==> config.mk <==
export PLATFORM = sky130hd
export DESIGN_NAME = cordic_angle_sequencer
export DESIGN_NICKNAME = d
export VERILOG_FILES = /design/src/rtl/cordic_angle_sequencer.sv
export SDC_FILE = /design/constraint.sdc
export NUM_CORES = 1
export LEC_CHECK = 0
export ABC_CLOCK_PERIOD_IN_PS = 5300
export BUFFER_PORTS_ARGS = -buffer_cell sky130_fd_sc_hd__clkbuf_2
export CAP_MARGIN = 20
export CORE_MARGIN = 1
export CORE_UTILIZATION = 54
export DETAILED_ROUTE_END_ITERATION = 10
export HOLD_SLACK_MARGIN = 0.1
export PLACE_DENSITY = 0.85
export SLEW_MARGIN = 20
export SYNTH_ARGS = -nofsm -noshare
export SYNTH_HDL_FRONTEND = slang
export SYNTH_SLANG_ARGS = --single-unit
==> constraint.sdc <==
create_clock -name clk -period 5.3 [get_ports clk]
set_input_delay 0.265 -clock clk [delete_from_list [all_inputs] [get_ports clk]]
set_output_delay 0.265 -clock clk [all_outputs]
set_load 0.02 [all_outputs]
==> src/rtl/cordic_angle_sequencer.sv <==
// cordic_angle_sequencer: replays one I/Q symbol to the CORDIC rotator once per candidate
// angle of the selected APSK mode, with skewed direction bits and rotator-aligned output tags.
module cordic_angle_sequencer #(
    parameter int WL   = 18,
    parameter int IDXW = 4
) (
    input  logic            clk,
    input  logic            rst,
    input  logic            in_valid,
    output logic            in_ready,
    input  logic [WL-1:0]   in_x,
    input  logic [WL-1:0]   in_y,
    input  logic [1:0]      mode,
    output logic            cor_en,
    output logic [WL-1:0]   cor_x,
    output logic [WL-1:0]   cor_y,
    output logic            cor_pre_rot,
    output logic            cor_angle_pre,
    output logic [3:0]      cor_a_lo,
    output logic [2:0]      cor_a_hi,
    output logic            tag_valid,
    output logic [IDXW-1:0] tag_idx,
    output logic            tag_last,
    output logic            busy
);
    // {pre_rot, angle_pre, a6..a0}; mode 0 at 0..3, mode 1 at 4..15, mode 2 at 16..31
    localparam logic [8:0] ROM [32] = '{
        9'h0A5, 9'h13C, 9'h07F, 9'h1E1, 9'h042, 9'h0B7, 9'h168, 9'h01D,
        9'h0F0, 9'h12B, 9'h056, 9'h1C9, 9'h034, 9'h0E7, 9'h19A, 9'h071,
        9'h10E, 9'h153, 9'h0C2, 9'h03B, 9'h1A4, 9'h06D, 9'h118, 9'h0D1,
        9'h07A, 9'h1F3, 9'h02E, 9'h145, 9'h0B0, 9'h169, 9'h01F, 9'h1D6
    };
    typedef enum logic {IDLE, RUN} state_t;
    state_t          state_q, state_d;
    logic [IDXW-1:0] k_q, k_d, kmax_q, kmax_d, ti0_q, ti1_q;
    logic [4:0]      base_q, base_d;
    logic [WL-1:0]   x_q, x_d, y_q, y_d;
    logic [2:0]      a_hi_q;
    logic [1:0]      tv_q, tl_q;
    logic            run, last, hs;
    logic [8:0]      word;

    always_ff @(posedge clk or posedge rst) begin
        if (rst) state_q <= IDLE;
        else     state_q <= state_d;
    end

    always_comb begin
        state_d = run ? ((last && !in_valid) ? IDLE : RUN) : (hs ? RUN : IDLE);
        k_d     = (run && !last) ? k_q + 1'b1 : '0;
        x_d     = hs ? in_x : x_q;
        y_d     = hs ? in_y : y_q;
        base_d  = hs ? (mode == 2'd1 ? 5'd4 : mode == 2'd2 ? 5'd16 : 5'd0) : base_q;
        kmax_d  = hs ? (mode == 2'd1 ? IDXW'(11) : mode == 2'd2 ? IDXW'(15) : IDXW'(3)) : kmax_q;
    end

    always_comb begin
        run           = state_q == RUN;
        last          = run && k_q == kmax_q;
        in_ready      = !rst && (!run || last);
        hs            = in_valid && in_ready;
        word          = ROM[base_q + 5'(k_q)];
        cor_en        = run;
        cor_x         = x_q;
        cor_y         = y_q;
        cor_pre_rot   = run && word[8];
        cor_angle_pre = run && word[7];
        cor_a_lo      = run ? word[3:0] : '0;
        cor_a_hi      = a_hi_q;
        tag_valid     = tv_q[1];
        tag_idx       = ti1_q;
        tag_last      = tl_q[1];
        busy          = run || |tv_q;
    end

    // Upper direction bits and tags trail issue to match the rotator's internal pipeline
    always_ff @(posedge clk or posedge rst) begin
        if (rst) begin
            k_q    <= '0;
            kmax_q <= '0;
            base_q <= '0;
            x_q    <= '0;
            y_q    <= '0;
            a_hi_q <= '0;
            tv_q   <= '0;
            tl_q   <= '0;
            ti0_q  <= '0;
            ti1_q  <= '0;
        end else begin
            k_q    <= k_d;
            kmax_q <= kmax_d;
            base_q <= base_d;
            x_q    <= x_d;
            y_q    <= y_d;
            a_hi_q <= run ? word[6:4] : '0;
            tv_q   <= {tv_q[0], run};
            tl_q   <= {tl_q[0], last};
            ti0_q  <= k_q;
            ti1_q  <= ti0_q;
        end
    end
endmodule

==> results.py, run 1 <==
metrics = {
    "status": {
        "status": "finished clean",
    },
    "sta": {
        "setup-tns-final_ns": 0,
        "timing.final.crit_share_pct": 56.4,
        "final_hold_viol_count": 0,
        "rsz0062_at_grt": "false",
        "fin_skew_ns": 0.00626,
        "setup_viol": 0,
        "report.final.slew_viol_count": 0,
        "worst_pin_slew_ns": 0.940,
        "slew_headroom_pct": 37.1,
        "fin_crit_ns": 2.99,
        "fmax_mhz": 335,
        "fin_ws_ns": 2.31,
    },
    "die": {
        "core.rowCount": 26,
        "start_util_pct": 56.1,
        "io_pins": 95,
        "die_w_um": 74.8,
        "die-area_mm2": 0.00560,
        "die_h_um": 74.8,
        "core_area_mm2": 0.00511,
    },
    "synth": {
        "synth_area_mm2": 0.00286,
        "ys_seq_area_share_pct": 52.4,
        "synth_area_per_cell_um2": 13.1,
        "syn_inst": 219,
        "syn-num-nets": 271,
        "netlist.area_leader.share_pct": 52.4,
        "async_flop_share_pct": 100,
        "synth-edff-count": 0,
        "synthTopCellsByArea": "dfrtp_1 (52%), mux2_4 (15%), ha_1 (4.8%)",
        "yosysUniqueCellTypes": 41,
        "ys_seq_elements": 60,
        "synth_top_area_cell": "dfrtp_1",
        "yosys_warnings": 0,
        "yosys_most_used_dff": "dfrtp_1",
    },
    "flow_run": {
        "cap_violations": 0,
    },
    "grt": {
        "grt_pass1_vias": 1914,
        "grt_pass1_wl_um": 9600,
        "track_usage_pct": 23.3,
        "gr-total-overflow": 0,
        "antenna_found_initial": 0,
        "grt_max_degree": 62,
    },
    "route": {
        "drc": 0,
        "vias_per_cell": 5.25,
        "wl_met1_um": 2550,
        "wirelength_um": 6180,
        "top_layer": "met4",
        "drt_iter0_drc": 134,
        "firstDrtPassIters": 5,
        "met3_length_um": 348,
        "route.met2.wl_um": 3170,
        "num_vias": 2033,
        "wl_per_cell_um": 16.0,
        "antenna_left": 0,
    },
    "layout": {
        "fin_area_mm2": 0.00355,
        "final_cell_mix": "clkbuf_2 (94), dfrtp_1 (60), mux2_4 (28), nand2_1 (13)",
        "syn_to_final_growth_pct": 24.1,
        "layout.nets": 364,
        "final_layout_size_suffix_gt1_share_pct": 48.6,
        "diodes": 0,
        "stdcell_count": 387,
        "final_common_cell": "clkbuf_2",
    },
    "critical_path": {
        "worstSetupEndpoint": "cor_a_lo[2]",
        "r2r_start": "k_q[0]$_DFF_PP0_",
        "worst-setup-path-type": "reg -> out",
        "cp-start-kind": "flip-flop",
        "r2r_cells": 5,
        "r2r_slack_ns": 2.47,
        "arrival_ns": 2.72,
        "required_ns": 5.04,
        "r2r_end": "cor_x[16]$_DFFE_PP0P_",
        "crit_fanout": 30,
        "crit_start": "k_q[2]$_DFF_PP0_",
        "end_kind": "output port",
    },
    "placed_design": {
        "pre_cts_slack_ns": 2.39,
        "dpl.hpwl_um": 4120,
        "placed_cell_area_mm2": 0.00335,
        "io_buffers": 94,
        "place.gp.congestion": 0.762,
        "placedCellCount": 371,
    },
    "clocking": {
        "cts_hold_buf": 0,
        "cts_made_buffers": 9,
        "clk_path_buf_depth": 2,
        "path_clk_slew_ns": 0.07,
        "cts_setup_buffers": 0,
        "root_buffer": "clkbuf_8",
        "htree_levels": 3,
        "clock_latency_ns": 0.32,
        "cts_sinks": 60,
        "cts_tree": "yes",
        "cts-resized-gates": 0,
    },
    "power_and_ir_drop": {
        "p_leak_nw": 1.80,
        "power_density_mw_per_mm2": 768,
        "irDropWorstVdd_mv": 0.540,
    },
    "min_path": {
        "hold_class": "in -> async",
    },
}
==> through the flow <==
step,hold WS [ns],utilization (%),power (W)
2_1_floorplan,0.331,-,0.00192
3_3_place_gp,0.332,65.6,0.00226
3_5_place_dp,0.335,65.6,0.00231
4_1_cts,0.165,69.5,0.00274
5_1_grt,0.166,69.5,0.00292
6_report,0.137,69.5,0.00273
==> final cells by class <==
cell class,count,area (µm²)
fillers,345,1560
repair buffers,96,485
inverters,9,33.8
well taps,70,87.6
flip-flops and latches,60,1500
multi-input cells,136,1240
clock buffers,12,155
clock inverters,4,47.5
==> cells in the mapped netlist, types with 2 or more instances <==
cell / count
xor2_1: 2
buf_6: 4
a21oi_1: 6
o211a_1: 2
nor2_1: 11
dfrtp_1: 60
o21ai_0: 6
buf_2: 3
nand3_1: 6
xnor2_1: 6
o21bai_1: 2
nand2_1: 13
mux2_2: 10
ha_1: 11
mux2i_1: 4
inv_1: 9
and3_1: 4
nand2b_1: 2
clkbuf_1: 6
mux2_4: 28
o211ai_1: 4
==> worst max-delay path: stages (launching register included) <==
cell	delay (ns)
dfrtp_1	0.45
ha_1	0.24
ha_1	0.83
and2_1	0.28
o21bai_1	0.12
a21oi_1	0.09
o211a_1	0.24
clkbuf_2	0.15
==> power by group <==
part | internal [W] | switching, W | total (W)
clock | 0.000241 | 0.000170 | 0.000411
combinational | 0.000637 | 0.000826 | 0.00146
sequential | 0.000679 | 0.000176 | 0.000855
total | 0.00156 | 0.00117 | 0.00273
==> worst min-delay path by stage <==
stage / from / endpoint / slack, ns / cells past startpoint
CTS: rst / cor_a_hi[2]$_DFF_PP0_ / 0.17 / 3
floorplan: ti0_q[0]$_DFF_PP0_ / tag_idx[0]$_DFF_PP0_ / 0.33 / 0
finish: rst / cor_a_hi[2]$_DFF_PP0_ / 0.14 / 3
global route: in_y[0] / cor_y[0]$_DFFE_PP0P_ / 0.17 / 2
detailed placement: tl_q[0]$_DFF_PP0_ / tl_q[1]$_DFF_PP0_ / 0.33 / 0
global placement: ti0_q[3]$_DFF_PP0_ / tag_idx[3]$_DFF_PP0_ / 0.33 / 0
==> per-layer routing <==
layer	GRT usage [%]	up-vias
met5	0	-
met4	9.43	0
met3	4.69	9
met2	40.2	84
met1	28.6	983
li1	-	957
==> registers in the layout, summed over array words and instances (netlist names) <==
signal    count
cor_y        18
ti0_q         4
cor_a_hi      3
k_q           4
cor_x        18
tag_idx       4
tv_q          2
cor_en        1
base_q        1
kmax_q        3
tl_q          2
==> cells by family after synthesis <==
family,count (synthesis),share of synthesized area [%]
AOI/OAI and AO/OA,32,8.48
xor gates and xnor gates,8,2.45
adders and majority gates,11,4.81
buffers and inverters,23,4.20
DFF,60,52.4
muxes,43,20.8
and+or+nand+nor,42,6.82
Note: power is estimated with default switching activity, not from simulation.
==> run 2: changes to the inputs <==
Settings changed: ABC_AREA set to 1, ABC_CLOCK_PERIOD_IN_PS 5300 to 2500, CORE_UTILIZATION 54 to 46, PLACE_DENSITY 0.85 to 0.77.
Clock period 5.3 ns to 2.5 ns, I/O delays scaled along.
==> results.py, run 2 <==
metrics = {
    "synth": {
        "synth_compound_area_share_pct": 6.09,
        "async_flop_share_pct": 100,
        "synth-edff-count": 0,
        "synthMuxAreaShare_pct": 0,
        "synth-simple-area-share_pct": 29.5,
        "synthTopCellsByArea": "dfrtp_1 (52%), nand2_1 (14%), nand4_1 (8.4%)",
        "synth.most_common_cell": "nand2_1",
        "synth_xor_xnor_area_share_pct": 0.864,
        "netlist.area_leader.share_pct": 51.8,
        "ys_seq_area_share_pct": 51.8,
        "ys_seq_elements": 60,
        "synth_area_per_cell_um2": 8.73,
        "synthAdderAreaFrac_pct": 4.75,
        "syn_inst": 332,
        "yosys_most_used_dff": "dfrtp_1",
        "synth_top_area_cell": "dfrtp_1",
        "synth_area_mm2": 0.00290,
        "yosys_warnings": 0,
        "netlist_top_cells_count": "nand2_1 (111), dfrtp_1 (60), nand4_1 (39)",
        "syn-num-nets": 384,
        "synth_top_family_by_area": "simple AND/OR/NAND/NOR gates",
        "yosysUniqueCellTypes": 28,
    },
    "layout": {
        "final_common_cell": "nand2_1",
        "layout.nets": 514,
        "diodes": 0,
        "multi_input_area_mm2": 0.00121,
        "fin_area_mm2": 0.00399,
        "final_cell_mix": "nand2_1 (111), clkbuf_2 (94), dfrtp_1 (59), nand4_1 (39), dlygate4sd3_1 (37)",
        "syn_to_final_growth_pct": 37.8,
        "utilization_pct": 66.6,
        "stdcell_count": 542,
        "regArea_mm2": 0.00150,
        "final_layout_size_suffix_gt1_share_pct": 28.3,
        "fill_cells": 517,
    },
    "clocking": {
        "clock_latency_ns": 0.32,
        "root_buffer": "clkbuf_8",
        "cts_tree": "yes",
        "path_clk_slew_ns": 0.06,
        "cts_made_buffers": 9,
        "clk_path_buf_depth": 2,
        "htree_levels": 3,
        "cts_sinks": 60,
    },
    "power_and_ir_drop": {
        "power_density_mw_per_mm2": 1360,
        "p_leak_nw": 2.14,
        "power_w": 0.00544,
        "irDropWorstVdd_mv": 0.719,
    },
    "route": {
        "vias_per_cell": 5.22,
        "wl_per_cell_um": 13.6,
        "drt_iter0_drc": 188,
        "num_vias": 2827,
        "wirelength_um": 7370,
        "firstDrtPassIters": 5,
        "antenna_left": 0,
        "drc": 0,
    },
    "die": {
        "die_w_um": 81.4,
        "die_h_um": 81.4,
        "core.rowCount": 28,
        "die-area_mm2": 0.00662,
        "core_area_mm2": 0.00599,
        "start_util_pct": 48.4,
        "io_pins": 95,
    },
    "grt": {
        "track_usage_pct": 23.1,
        "grt_pass1_vias": 2637,
        "gr-total-overflow": 0,
        "grt_max_degree": 51,
        "antenna_found_initial": 0,
        "grt_pass1_wl_um": 11800,
    },
    "critical_path": {
        "end_kind": "output port",
        "cp-start-kind": "flip-flop",
        "worst-setup-path-type": "reg -> out",
        "arrival_ns": 2.22,
        "crit_fanout": 12,
        "required_ns": 2.38,
    },
    "sta": {
        "timing.final.crit_share_pct": 94.0,
        "final_hold_viol_count": 0,
        "report.final.slew_viol_count": 0,
        "slew_headroom_pct": 68.7,
        "worst_pin_slew_ns": 0.469,
        "setup_viol": 0,
        "fin_crit_ns": 2.35,
        "fmax_mhz": 426,
        "fin_ws_ns": 0.151,
        "fin_skew_ns": 0.00862,
    },
    "flow_run": {
        "cap_violations": 0,
    },
    "min_path": {
        "hold_class": "in -> reg",
    },
    "status": {
        "status": "finished clean",
    },
    "placed_design": {
        "pre_cts_slack_ns": 0.430,
        "dpl.hpwl_um": 4640,
        "placed_cell_area_mm2": 0.00339,
        "place.gp.congestion": 0.900,
        "io_buffers": 94,
        "placedCellCount": 485,
    },
}
-- run 2: cell count changes after synthesis, moves of 4 or more --
cell / before / now
nand2_1: 13 / 111
nand4_1: 0 / 39
mux2_4: 28 / 0
mux2_2: 10 / 0
nand3_1: 6 / 15
a21oi_1: 6 / 13
clkbuf_1: 6 / 12
o21ai_0: 6 / 12
xnor2_1: 6 / 0
buf_4: 0 / 5
inv_1: 9 / 14
and3_1: 4 / 0
mux2i_1: 4 / 0
-- run 2: report_power, final --
part	total [W]	internal (W)	leakage [nW]	switching, W
sequential	0.00171	0.00140	0.747	0.000309
combinational	0.00292	0.00100	1.30	0.00192
clock	0.000807	0.000456	0.0931	0.000351
total	0.00544	0.00286	2.14	0.00258
-- run 2: repair_timing --
item                                    4_1_cts  5_1_grt
resized for setup                             0        4
hold buffers                                 37        0
endpoints found under the hold margin        54        0
endpoints found under the setup margin        0        5
buffers inserted                              0        4
-- run 2: worst max-delay path: stages, from the launching register on --
cell      delay (ns)
dfrtp_1         0.57
inv_1           0.17
ha_1            0.31
inv_1           0.19
nand2_1         0.14
o21ai_0         0.10
nand3_1         0.09
a21oi_1         0.14
clkbuf_2        0.19
-- run 2: final cells by class --
type,instances,share of cell area [%]
multi-input combinational,232,30.2
clock inverter,5,1.32
inverter,17,1.72
tap,75,2.35
sequential,60,37.6
clock buffer,11,3.29
timing repair buffer,142,23.4
-- run 2: cells by family after synthesis --
logic type / count (synthesis)
AND/OR/NAND/NOR: 187
flip-flops: 60
buffers and inverters: 40
AO/OA/AOI/OAI: 32
adder cells (fa/ha/maj): 11
XOR/XNOR: 2
-- run 2: per-stage QoR --
step | hold WS (ns) | setup TNS (ns)
2_1_floorplan | 0.215 | 0
3_3_place_gp | 0.132 | 0
3_5_place_dp | 0.139 | 0
4_1_cts | 0.198 | 0
5_1_grt | 0.215 | -0.0000528
6_report | 0.214 | 0
-- run 2: path summary, 6_finish.rpt --
check                                    from                     to  slack [ns]  cells after the start
setup / recovery             k_q[1]$_DFF_PP0_            cor_a_lo[3]        0.15                      8
setup reg to reg             k_q[1]$_DFF_PP0_  cor_a_hi[0]$_DFF_PP0_        0.62                      8
min in group asynchronous                 rst       k_q[2]$_DFF_PP0_        0.34                      3
max in group asynchronous                 rst   cor_x[5]$_DFFE_PP0P_        1.51                      4
hold reg to reg            ti0_q[1]$_DFF_PP0_   tag_idx[1]$_DFF_PP0_        0.35                      0
hold / removal                        mode[1]  kmax_q[3]$_DFFE_PP0P_        0.21                      5
-- run 2: metal layers --
layer / global-route usage (%) / up-vias / routed length [µm]
met5: 0 / - / 0
met4: 8.75 / 0 / 70
met3: 4.83 / 10 / 494
met2: 39.3 / 140 / 3740
met1: 28.5 / 1301 / 3060
li1: - / 1376 / -
==> run 3: changes to the inputs <==
Settings changed: CORE_ASPECT_RATIO set to 1.25.
==> results.py, run 3 (synthesized netlist as in run 2, its figures left out) <==
metrics = {
    "die": {
        "die_w_um": 73.0,
        "io_pins": 95,
        "die-area_mm2": 0.00662,
        "core.rowCount": 31,
        "die_h_um": 90.7,
        "core_area_mm2": 0.00593,
        "start_util_pct": 48.8,
    },
    "grt": {
        "antenna_found_initial": 0,
        "gr-total-overflow": 0,
        "grt_pass1_wl_um": 12300,
        "track_usage_pct": 24.1,
        "grt_pass1_vias": 2590,
        "grt_max_degree": 65,
    },
    "clocking": {
        "htree_levels": 3,
        "cts_made_buffers": 9,
        "clock_latency_ns": 0.34,
        "cts_sinks": 60,
        "cts_tree": "yes",
        "clk_path_buf_depth": 2,
        "path_clk_slew_ns": 0.06,
        "root_buffer": "clkbuf_8",
    },
    "critical_path": {
        "crit_fanout": 15,
        "end_kind": "output port",
        "slowest_stage": "dfrtp_1",
        "required_ns": 2.38,
        "critPathMostFrequentCell": "ha_1",
        "cp_slowest_stage_delay_ns": 0.42,
        "worst-setup-path-type": "reg -> out",
        "cp-start-kind": "flip-flop",
        "worstPathCellList": "ha_1 -> ha_1 -> inv_1 -> o21ai_0 -> nand3_1 -> nand2_1 -> nor3_1 -> clkbuf_2",
        "arrival_ns": 2.20,
    },
    "layout": {
        "layout.nets": 510,
        "final_layout_size_suffix_gt1_share_pct": 27.4,
        "syn_to_final_growth_pct": 37.8,
        "final_common_cell": "nand2_1",
        "diodes": 0,
        "final_cell_mix": "nand2_1 (111), clkbuf_2 (94), dfrtp_1 (59), nand4_1 (39), dlygate4sd3_1 (37)",
        "fill_cells": 490,
        "utilization_pct": 67.3,
        "fin_area_mm2": 0.00399,
    },
    "route": {
        "drc": 0,
        "wirelength_um": 7570,
        "antenna_left": 0,
        "drt_iter0_drc": 348,
        "wl_per_cell_um": 13.9,
        "num_vias": 2843,
        "vias_per_cell": 5.22,
        "firstDrtPassIters": 6,
    },
    "status": {
        "status": "finished clean",
    },
    "power_and_ir_drop": {
        "power_density_mw_per_mm2": 1390,
        "power_w": 0.00555,
        "p_leak_nw": 2.14,
        "irDropWorstVdd_mv": 0.735,
    },
    "sta": {
        "setup_viol": 0,
        "worst_pin_slew_ns": 0.573,
        "fmax_mhz": 430,
        "timing.final.crit_share_pct": 93.1,
        "slew_headroom_pct": 61.7,
        "final_hold_viol_count": 0,
        "fin_crit_ns": 2.33,
        "setup-tns-final_ns": 0,
        "rsz0062_at_grt": "false",
        "report.final.slew_viol_count": 0,
        "fin_skew_ns": 0.0111,
    },
    "placed_design": {
        "place.gp.congestion": 0.898,
        "placed_cell_area_mm2": 0.00340,
        "dpl.hpwl_um": 4470,
        "io_buffers": 94,
    },
    "min_path": {
        "hold_class": "in -> reg",
    },
    "flow_run": {
        "cap_violations": 0,
    },
}
[run 3: cell types whose count changed in the layout (fill, tap and decap cells not counted), sizes merged]
| cell | delta |
|---|---|
| inv | +1 |
| bufinv | +1 |
| clkinv | -3 |
| clkbuf | +1 |
| buf | -4 |
[run 3: metal layers]
layer	global-route usage, %	share of wire (%)
met1	30.6	41
met4	12.1	3.0
met3	6.47	5.7
met5	0	0
met2	37.3	50
[run 3: final cells by class]
cell class,count,area (µm²),area share (%)
timing repair buffer,138,906,22.7
inverter,17,68.8,1.72
tap,82,103,2.57
multi-input combinational,232,1190,29.9
sequential,60,1500,37.6
clock buffer,12,145,3.64
clock inverter,4,72.6,1.82
[run 3: through the flow]
step | worst slack [ns] | instances | hold slack [ns]
final | 0.173 | 545 | 0.207
after global placement | 0.574 | 492 | 0.203
after detailed placement | 0.531 | 492 | 0.218
after CTS | 0.141 | 545 | 0.195
after global routing | 0.0144 | 545 | 0.218
after floorplan | 0.483 | 332 | 0.215
[run 3: path summary, 6_finish.rpt]
check,endpoint,depth (start not counted),from,slack [ns]
worst max register to register,cor_a_hi[1]$_DFF_PP0_,7,k_q[2]$_DFF_PP0_,0.68
worst min-delay path,kmax_q[3]$_DFFE_PP0P_,5,mode[1],0.21
worst min register to register,tag_idx[3]$_DFF_PP0_,0,ti0_q[3]$_DFF_PP0_,0.35
worst max-delay path,cor_angle_pre,8,k_q[2]$_DFF_PP0_,0.17
max in group asynchronous,k_q[0]$_DFF_PP0_,4,rst,1.40
min in group asynchronous,cor_x[1]$_DFFE_PP0P_,3,rst,0.41
[run 3: repair_timing]
| action | CTS | global route |
|---|---|---|
| gates resized for setup | 0 | 2 |
| buffers inserted | 0 | 0 |
| hold endpoints to repair | 53 | 0 |
| hold buffers | 37 | 0 |
| endpoints found under the setup margin | 0 | 2 |
[run 3: worst max-delay path: cells and delay by family, from the launching register on]
kind                       cells  cell delay, ns
AOI/OAI and AO/OA              1            0.13
DFF                            1            0.42
buffers and inverters          2            0.51
adders and majority gates      2            0.50
and+or+nand+nor                3            0.30
[run 3: power by group]
group	switching [W]	total (W)	internal [W]
combinational	0.00193	0.00290	0.000965
sequential	0.000290	0.00169	0.00140
clock	0.000378	0.000966	0.000588
total	0.00260	0.00555	0.00295
